===== src/rtl/hazard_pkg.sv =====
// Shared types and constants for the ID-stage hazard controller.
// No logic; purely declarations.
// No flow control.
package hazard_pkg;

  // Controller states: normal issue, post-branch squash, waiting on a cache miss
  typedef enum logic [1:0] {
    RUN      = 2'd0,
    FLUSH    = 2'd1,
    MEM_WAIT = 2'd2
  } hz_state_t;

  localparam int DEF_REG_AW = 5;
  localparam int DEF_CNT_W  = 16;

  // Flush countdown width; holds FLUSH_CYCLES-2 for FLUSH_CYCLES up to 7
  localparam int FCNT_W = 3;

  // Register 0 is hard-wired and never carries a dependency
  localparam logic [DEF_REG_AW-1:0] REG_ZERO = '0;

endpackage


===== src/rtl/hazard_ctrl_unit_raw_match.sv =====
// Flags a read-after-write match between any valid ID source and one producer stage.
// Latency: purely combinational, zero cycles.
// No flow control; evaluated every cycle.
module raw_match
  import hazard_pkg::*;
#(
  parameter int NUM_SRC = 2,
  parameter int REG_AW  = DEF_REG_AW
) (
  input  logic [NUM_SRC*REG_AW-1:0] src_id,
  input  logic [NUM_SRC-1:0]        src_valid,
  input  logic [REG_AW-1:0]         dest,
  input  logic                      wb_en,
  output logic                      match
);

  // Any read operand that names the producer's (non-zero, written) destination
  always_comb begin
    match = 1'b0;
    for (int k = 0; k < NUM_SRC; k++) begin
      if (src_valid[k] && (src_id[k*REG_AW +: REG_AW] == dest)) match = 1'b1;
    end
    if (!wb_en || (dest == REG_AW'(REG_ZERO))) match = 1'b0;
  end

endmodule


===== src/rtl/hazard_ctrl_unit.sv =====
// ID-stage hazard controller: RAW stall, branch flush, cache-miss stall, perf counters.
// Latency: control outputs are combinational (zero cycles); state and counters registered.
// Cache miss dominates (global stall), then branch flush, then load-use/RAW freeze.
// Optional HAZARD_WATCHDOG_EN adds a sticky stall_timeout output.
module hazard_ctrl_unit
  import hazard_pkg::*;
#(
  parameter int REG_AW       = DEF_REG_AW,
  parameter int NUM_SRC      = 2,
  parameter int FLUSH_CYCLES = 1,
  parameter int CNT_W        = DEF_CNT_W,
  parameter int MAX_STALL    = 255
) (
  input  logic                      clk,
  input  logic                      rst_n,
  input  logic                      fwd_en,
  input  logic [NUM_SRC*REG_AW-1:0] src_id,
  input  logic [NUM_SRC-1:0]        src_valid,
  input  logic [REG_AW-1:0]         dest_exe,
  input  logic                      wb_en_exe,
  input  logic                      mem_r_en_exe,
  input  logic [REG_AW-1:0]         dest_mem,
  input  logic                      wb_en_mem,
  input  logic                      branch_taken,
  input  logic                      cache_ready,
  output logic                      freeze,
  output logic                      bubble,
  output logic                      flush,
  output logic                      stall_pipe,
  output logic [CNT_W-1:0]          stall_cnt,
  output logic [CNT_W-1:0]          flush_cnt
`ifdef HAZARD_WATCHDOG_EN
  ,
  output logic                      stall_timeout
`endif
);

  hz_state_t         state, state_nx;
  logic [FCNT_W-1:0] fcnt, fcnt_nx;
  logic              resume, resume_nx;
  logic              raw_exe, raw_mem, hazard, flushing;

  raw_match #(.NUM_SRC(NUM_SRC), .REG_AW(REG_AW)) u_raw_exe (
    .src_id    (src_id),
    .src_valid (src_valid),
    .dest      (dest_exe),
    .wb_en     (wb_en_exe),
    .match     (raw_exe)
  );

  raw_match #(.NUM_SRC(NUM_SRC), .REG_AW(REG_AW)) u_raw_mem (
    .src_id    (src_id),
    .src_valid (src_valid),
    .dest      (dest_mem),
    .wb_en     (wb_en_mem),
    .match     (raw_mem)
  );

  // With forwarding only a load in EXE cannot be bypassed in time
  assign hazard = fwd_en ? (raw_exe & mem_r_en_exe) : (raw_exe | raw_mem);

  // A flush interrupted by a miss picks up where it left off once the cache is ready
  assign flushing = (state == FLUSH) || ((state == MEM_WAIT) && resume);

  // State, flush countdown and resume marker
  always_ff @(posedge clk or negedge rst_n) begin
    if (!rst_n) begin
      state  <= RUN;
      fcnt   <= '0;
      resume <= 1'b0;
    end else begin
      state  <= state_nx;
      fcnt   <= fcnt_nx;
      resume <= resume_nx;
    end
  end

  // Next state and zero-latency control outputs, priority miss > flush > hazard
  always_comb begin
    state_nx   = state;
    fcnt_nx    = fcnt;
    resume_nx  = resume;
    freeze     = 1'b0;
    bubble     = 1'b0;
    flush      = 1'b0;
    stall_pipe = 1'b0;
    if (!cache_ready) begin
      stall_pipe = 1'b1;
      state_nx   = MEM_WAIT;
      // Remember on entry whether a flush was in progress; hold it while waiting
      if (state != MEM_WAIT) resume_nx = (state == FLUSH);
    end else if (flushing) begin
      flush     = 1'b1;
      resume_nx = 1'b0;
      if (fcnt == '0) begin
        state_nx = RUN;
      end else begin
        state_nx = FLUSH;
        fcnt_nx  = fcnt - FCNT_W'(1);
      end
    end else begin
      state_nx  = RUN;
      resume_nx = 1'b0;
      if (branch_taken) begin
        flush = 1'b1;
        if (FLUSH_CYCLES > 1) begin
          state_nx = FLUSH;
          fcnt_nx  = FCNT_W'(FLUSH_CYCLES - 2);
        end
      end else if (hazard) begin
        freeze = 1'b1;
        bubble = 1'b1;
      end
    end
    // Outputs stay quiet for as long as reset is held
    if (!rst_n) begin
      freeze     = 1'b0;
      bubble     = 1'b0;
      flush      = 1'b0;
      stall_pipe = 1'b0;
    end
  end

  // Saturating performance counters
  always_ff @(posedge clk or negedge rst_n) begin
    if (!rst_n) begin
      stall_cnt <= '0;
      flush_cnt <= '0;
    end else begin
      if ((freeze || stall_pipe) && (stall_cnt != {CNT_W{1'b1}})) stall_cnt <= stall_cnt + CNT_W'(1);
      if (flush && (flush_cnt != {CNT_W{1'b1}})) flush_cnt <= flush_cnt + CNT_W'(1);
    end
  end

`ifdef HAZARD_WATCHDOG_EN
  localparam int WD_W = $clog2(MAX_STALL + 2);
  logic [WD_W-1:0] wcnt;

  // Counts consecutive miss cycles (entry cycle counts as 1); flags once MAX_STALL is exceeded
  always_ff @(posedge clk or negedge rst_n) begin
    if (!rst_n) begin
      wcnt          <= '0;
      stall_timeout <= 1'b0;
    end else if (!cache_ready) begin
      if (state != MEM_WAIT) begin
        wcnt <= WD_W'(1);
      end else begin
        if (wcnt != {WD_W{1'b1}}) wcnt <= wcnt + WD_W'(1);
        if (wcnt >= WD_W'(MAX_STALL)) stall_timeout <= 1'b1;
      end
    end
  end
`endif

endmodule


===== config.mk =====
export PLATFORM = sky130hd
export DESIGN_NAME = hazard_ctrl_unit
export DESIGN_NICKNAME = d
export VERILOG_FILES = /design/src/rtl/hazard_pkg.sv /design/src/rtl/hazard_ctrl_unit_raw_match.sv /design/src/rtl/hazard_ctrl_unit.sv
export SDC_FILE = /design/constraint.sdc
export NUM_CORES = 1
export LEC_CHECK = 0
export BUFFER_PORTS_ARGS = -buffer_cell sky130_fd_sc_hd__buf_2
export CAP_MARGIN = 20
export CELL_PAD_IN_SITES_DETAIL_PLACEMENT = 1
export CELL_PAD_IN_SITES_GLOBAL_PLACEMENT = 2
export CORE_MARGIN = 1
export CORE_UTILIZATION = 33
export DETAILED_ROUTE_END_ITERATION = 8
export MAX_ROUTING_LAYER = met4
export PLACE_DENSITY = 0.82
export SYNTH_ARGS = -nofsm -noshare
export SYNTH_HDL_FRONTEND = slang
export SYNTH_SLANG_ARGS = --single-unit

===== constraint.sdc =====
create_clock -name clk -period 3.2 [get_ports clk]
set_input_delay 0.16 -clock clk [delete_from_list [all_inputs] [get_ports clk]]
set_output_delay 0.16 -clock clk [all_outputs]
set_load 0.03 [all_outputs]

## After elaboration in Yosys (flattened, before gate mapping)

Index checks and enable logic that the tools add are counted.

| word-level totals | value |
|---|---|
| logic and storage cells | 61 |
| register bits after elaboration | 38 |

| cells by class | value |
|---|---|
| bitwise operators | 3 |
| multiplexer cells | 23 |
| add/sub/neg operators | 3 |
| equal/unequal tests | 9 |
| reductions and logical operators | 18 |

Operators by type and width:

| kind | count |
|---|---|
| $add A16 B1 Y16 const B | 2 |
| $ne A16 B16 Y1 const B | 2 |
| $mux W1 | 21 |
| $eq A5 B5 Y1 | 4 |
| $logic_not A5 Y1 | 2 |
| $logic_and A1 B1 Y1 | 7 |
| $logic_or A1 B1 Y1 | 4 |
| $mux W2 | 2 |
| $logic_not A3 Y1 | 1 |
| $reduce_and A3 Y1 | 1 |
| $sub A3 B1 Y3 const B | 1 |
| $eq A2 B1 Y1 const B | 1 |
| $eq A2 B2 Y1 const B | 1 |
| $logic_not A1 Y1 | 2 |
| $ne A2 B2 Y1 const B | 1 |
| $reduce_bool A2 Y1 | 1 |
| $and A1 B1 Y1 | 1 |
| $not A1 Y1 | 1 |
| $or A1 B1 Y1 | 1 |

## Longest topological paths before layout

| logic depth | value |
|---|---|
| word-level depth | 14 |
| gate-level depth with buffers | 7 |
| mapped depth without buffers | 6 |

## Modules after synthesis

A second synthesis with hierarchy kept.

| unflattened totals | value |
|---|---|
| cell total of the unflattened synthesis | 199 |
| area total of the unflattened synthesis | 2143.3 um^2 |

By module, submodules not included:

| module | area each (um^2) | instances | cells an instance | seq. area each (um^2) |
|---|---|---|---|---|
| hazard_ctrl_unit | 1888.1 | 1 | 165 | 950.9 |
| raw_match | 127.6 | 2 | 17 | 0.0 |

## Least setup slack after synthesis

Ideal clock, no wire load.

| path | value |
|---|---|
| kind | register to register |
| from | reg state[0] |
| to | reg flush_cnt[15] |
| setup time | 0.080 ns |
| data arrival time | 2.152 ns |
| path slack | 0.968 ns |
| cell stages (with the launch flop) | 8 |
| required time | 3.120 ns |
| cells stage by stage | dfrtp_1 > nand3b_1 > a31oi_2 > o31ai_1 > or3_1 > buf_2 > nor3_1 > xor2_1 |

| on the way | value |
|---|---|
| longest elaborated chain between the ends | 7 |
| elaborated cells on any way between the ends | 8 |
| classes of those cells | 2 x eq/ne; 3 x mux; 3 x reduce/logical |

RTL lines:

| what | RTL line | RTL |
|---|---|---|
| from (decl) | hazard_ctrl_unit.sv:38 | `hz_state_t state, state_nx;` |
| from (signal assigned) | hazard_ctrl_unit.sv:72 | `state <= state_nx;` |
| $eq A2 B2 Y1 | hazard_ctrl_unit.sv:63 | `assign flushing = (state == FLUSH) \|\| ((state == MEM_WAIT) && resume);` |
| $logic_and A1 B1 Y1 | hazard_ctrl_unit.sv:63 |  |
| $logic_or A1 B1 Y1 (*) | hazard_ctrl_unit.sv:63 |  |
| $mux W1 (*) | hazard_ctrl_unit.sv:92 | `end else if (flushing) begin` |
| $mux W1 (*) | hazard_ctrl_unit.sv:87 | `if (!cache_ready) begin` |
| $mux W1 (*) | hazard_ctrl_unit.sv:116 | `if (!rst_n) begin` |
| named net flush | hazard_ctrl_unit.sv:28 | `output logic flush,` |
| $logic_and A1 B1 Y1 (*) | hazard_ctrl_unit.sv:131 | `if (flush && (flush_cnt != {CNT_W{1'b1}})) flush_cnt <= flush_cnt + CNT_W'(1);` |
| to (signal assigned) | hazard_ctrl_unit.sv:131 |  |
| to (decl) | hazard_ctrl_unit.sv:31 | `output logic [CNT_W-1:0] flush_cnt` |

The timed path passes the listed nets; every way through them passes the cells marked *.
A chain may end at the register's enable or synchronous reset.

## Worst setup path in the final report

| path | value |
|---|---|
| from | in rst_n |
| to | reg flush_cnt[15] |

| on the way | value |
|---|---|
| longest elaborated chain between the ends | 2 |

RTL lines:

| what | RTL line | RTL |
|---|---|---|
| from (decl) | hazard_ctrl_unit.sv:15 | `input logic rst_n,` |
| $mux W1 | hazard_ctrl_unit.sv:116 |  |
| $logic_and A1 B1 Y1 | hazard_ctrl_unit.sv:131 |  |

Every way passes these cells.

==> impl_results.md <==
- Commonest cells after routing, fill and taps aside: 65 x buf_2, 38 x dfrtp_1, 31 x xnor2_1
- Count of input and output buffers: 65
- Grt total ovfl: 0
- Worst clock skew on the final layout: roughly 0.0067 ns
- Portion of synthesized cell area occupied by the leading cell type: 0.460
- Final Net Count: around 310
- Post-CTS setup buffers: 0
- Vias per std cell: slightly below 5
- Total clock sinks: 38
- Final count of hold timing violations: 0
- Ant. Diodes: 0
- Row cnt: 28
- Number of I/O pins: 66
- Global-route wire length before repair: ~8.7 mm
- Peak clock frequency supported by timing: 400 MHz
- Wire length reported by the detailed router: 5.23 mm
- Layout cells sized above 1: 0.290
- DRC violation count after routing: 0
- Detailed-placement wirelength estimate: 4.07 mm
- Max cap viols: 0
- Sequential area share after synthesis: 0.460
- Most common library cell in the layout ignoring fill and taps: buf_2
- Data required time of the critical path: around 3.4 ns
- Final period utilization: 0.781
- Number of antenna violations at the first check in global routing: 0
- Length of the first detailed-routing pass in iterations: 4
- Die Footprint: 0.00658 mm²
- Maximum number of pins on one net before global-route repair: 23
- Sequential cell area: approximately 950 µm²
- Area of the mapped netlist: about 0.0021 mm²
- Post-synth EDFFs: 0
- Actual transition at the worst max-transition pin: around 0.84 ns
- Share of flip-flops with an asynchronous set or reset: 1.00
- Multi-input gate area in the final layout: between 0.001 and 0.0015 mm²
- Cells traversed along the worst timing path: dlygate4sd3_1 -> buf_2 -> nand2_1 -> a31oi_2 -> o31ai_1 -> or3_1 -> nor3_1 -> xor2_1
- Cts repair resizes: 0
- Leakage power summed over all cells: ~1.3 nW
- Arr. time, crit path: around 2.7 ns
- Residual antenna-violating net count after detailed routing: 0
- Number of levels in the clock H-tree: 2
- Final Core Density: 0.440
- Class of the tightest hold or removal check: input port to register
- Mean instance size in the synthesized netlist: around 10 µm²
- Clock Tree Buf Depth: 2
- Die W: 81.1 µm
- Delay contributed by the slowest stage of the critical path: approximately 0.53 ns
- Number of storage elements in the synthesis netlist: 38
- All-Layer GR Usage: 0.181
- Filler instances: 733
- Worst Setup End Kind: register
- Worst vdd ir: ~0.00046 V
- Ys Warns: 0
- Post-route total power: roughly 1.6 mW
- Routed wire per std cell: about 15 µm
- Master of the slowest instance on the critical path: dlygate4sd3_1
- Number of buffers added by the clock tree synthesis step: 5
- Final setup violation count: 0
- Vias in the first global route: between 1500 and 2000
- Kind of critical path: input port to register
- Cell types occupying the most area after synthesis: dfrtp_1 46%, xnor2_1 13%, xor2_1 7.6%
- Most area-hungry cell type in the Yosys netlist: dfrtp_1
- Core area: ~0.0060 mm²
- Setup Total Neg Slack: 0 ns
- Remaining max-slew budget at the tightest pin: 0.434
- Cell total after placement: ~350
- Count of distinct cell types in the synthesized netlist: 36
- Min Tclk post-route: 2.50 ns
- Result of the run: complete, no violations
- Kind of start point of the critical path: input port
- Pwr per Cell Area: about 600 mW/mm²
- Highest net fanout along the worst path: 22
- Final Wtd Congestion: around 0.76
- Clock latency at the later pin of the worst-skew pair: just under 0.3 ns
- Primary flip-flop cell chosen by synthesis mapping: dfrtp_1
- Setup repair after global routing missed its margin: no
- Post-route non-filler standard cell count: around 350
- Iteration-0 DRC Markers: 26
- Post-Synthesis Net Count: between 200 and 250
- TritonCTS clock tree: built
- Initial cell density of the core: 0.345
- Height of the die: about 81 µm
- Number of max-slew violations in the final report: 0
- Gate count after technology mapping: between 200 and 250
- Clock tree root buffer cell: clkbuf_8
- Detailed-route via count: 1723
- CTS clk-pin slew, worst paths: roughly 0.08 ns
- Area growth from synthesis to layout: 27.5%
[state kept, by name, indices dropped and copies added (netlist names)]
register,flops
flush_cnt,16
stall_cnt,16
fcnt,3
state,2
resume,1
[power breakdown]
| group | switching [mW] | internal [mW] |
|---|---|---|
| Clock | 0.181 | 0.312 |
| Combinational | 0.278 | 0.153 |
| Sequential | 0.0885 | 0.556 |
| Total | 0.548 | 1.02 |
[per-stage QoR]
step	worst slack (ns)	hold slack [ns]	area (µm²)
after floorplan	0.968	-0.136	2070
after global placement	0.966	0.158	2490
after detailed placement	0.883	0.157	2490
after CTS	0.672	0.0531	2640
after global routing	0.396	0.0577	2640
final	0.702	0.0610	2640
[synthesized netlist by cell type (all sizes together) (2+ instances only)]
library cell  count
nand4            11
inv              10
nor3             11
nor2              9
buf               3
nor4              6
mux2              2
xor2             18
a31oi             2
or4               2
ha                4
a21oi             3
and2              3
xnor2            31
and4              2
nand3            11
dfrtp            38
nand2            21
o22ai             2
clkbuf            2
or3               2
[repair_timing]
action / in CTS / in global routing
setup endpoints to repair: 0 / 0
hold buffers: 1 / 0
hold endpoints to repair: 19 / 0
[cell families (layout without fill, tap and decap cells)]
logic type,Yosys count,in the layout,share of synthesized area
flip-flops,38,38,0.460
multiplexers,3,3,0.0157
adder cells (fa/ha/maj),4,4,0.0242
buffers and inverters,15,88,0.0315
AND/OR/NAND/NOR,83,83,0.208
AO/OA/AOI/OAI,14,14,0.0533
XOR/XNOR,49,49,0.208
[cell type report]
| class | instances | area share |
|---|---|---|
| clock buffers | 5 | 0.0261 |
| clock inverters | 3 | 0.0261 |
| inverters | 10 | 0.0142 |
| flip-flops and latches | 38 | 0.361 |
| multi-input cells | 153 | 0.399 |
| well taps | 75 | 0.0356 |
| repair buffers | 70 | 0.139 |
[worst paths after layout]
path                         startpoint            end  slack, ns  depth (start not counted)
setup / recovery                  rst_n  flush_cnt[15]       0.70                          8
hold / removal              cache_ready         resume       0.06                          2
setup reg to reg           flush_cnt[6]  flush_cnt[15]       0.86                          6
hold reg to reg            stall_cnt[5]   stall_cnt[5]       0.50                          1
max in group asynchronous         rst_n   stall_cnt[9]       2.18                          3
min in group asynchronous         rst_n   flush_cnt[5]       0.37                          2
[worst max-delay path, delay by kind of cell]
family,cells,cell delay [ns]
buf+inv,2,0.96
simple gates,3,0.93
compound gates,2,0.50
xor+xnor,1,0.17
[layer usage]
| metal | global-route usage | part of all wire | wire length (µm) |
|---|---|---|---|
| met1 | 0.244 | 0.47 | 2480 |
| met5 | - | 0 | 0 |
| met3 | 0.0348 | 0.028 | 146 |
| met4 | 0.0536 | 0.014 | 71 |
| met2 | 0.274 | 0.48 | 2530 |
(Power assumes the default switching activity.)
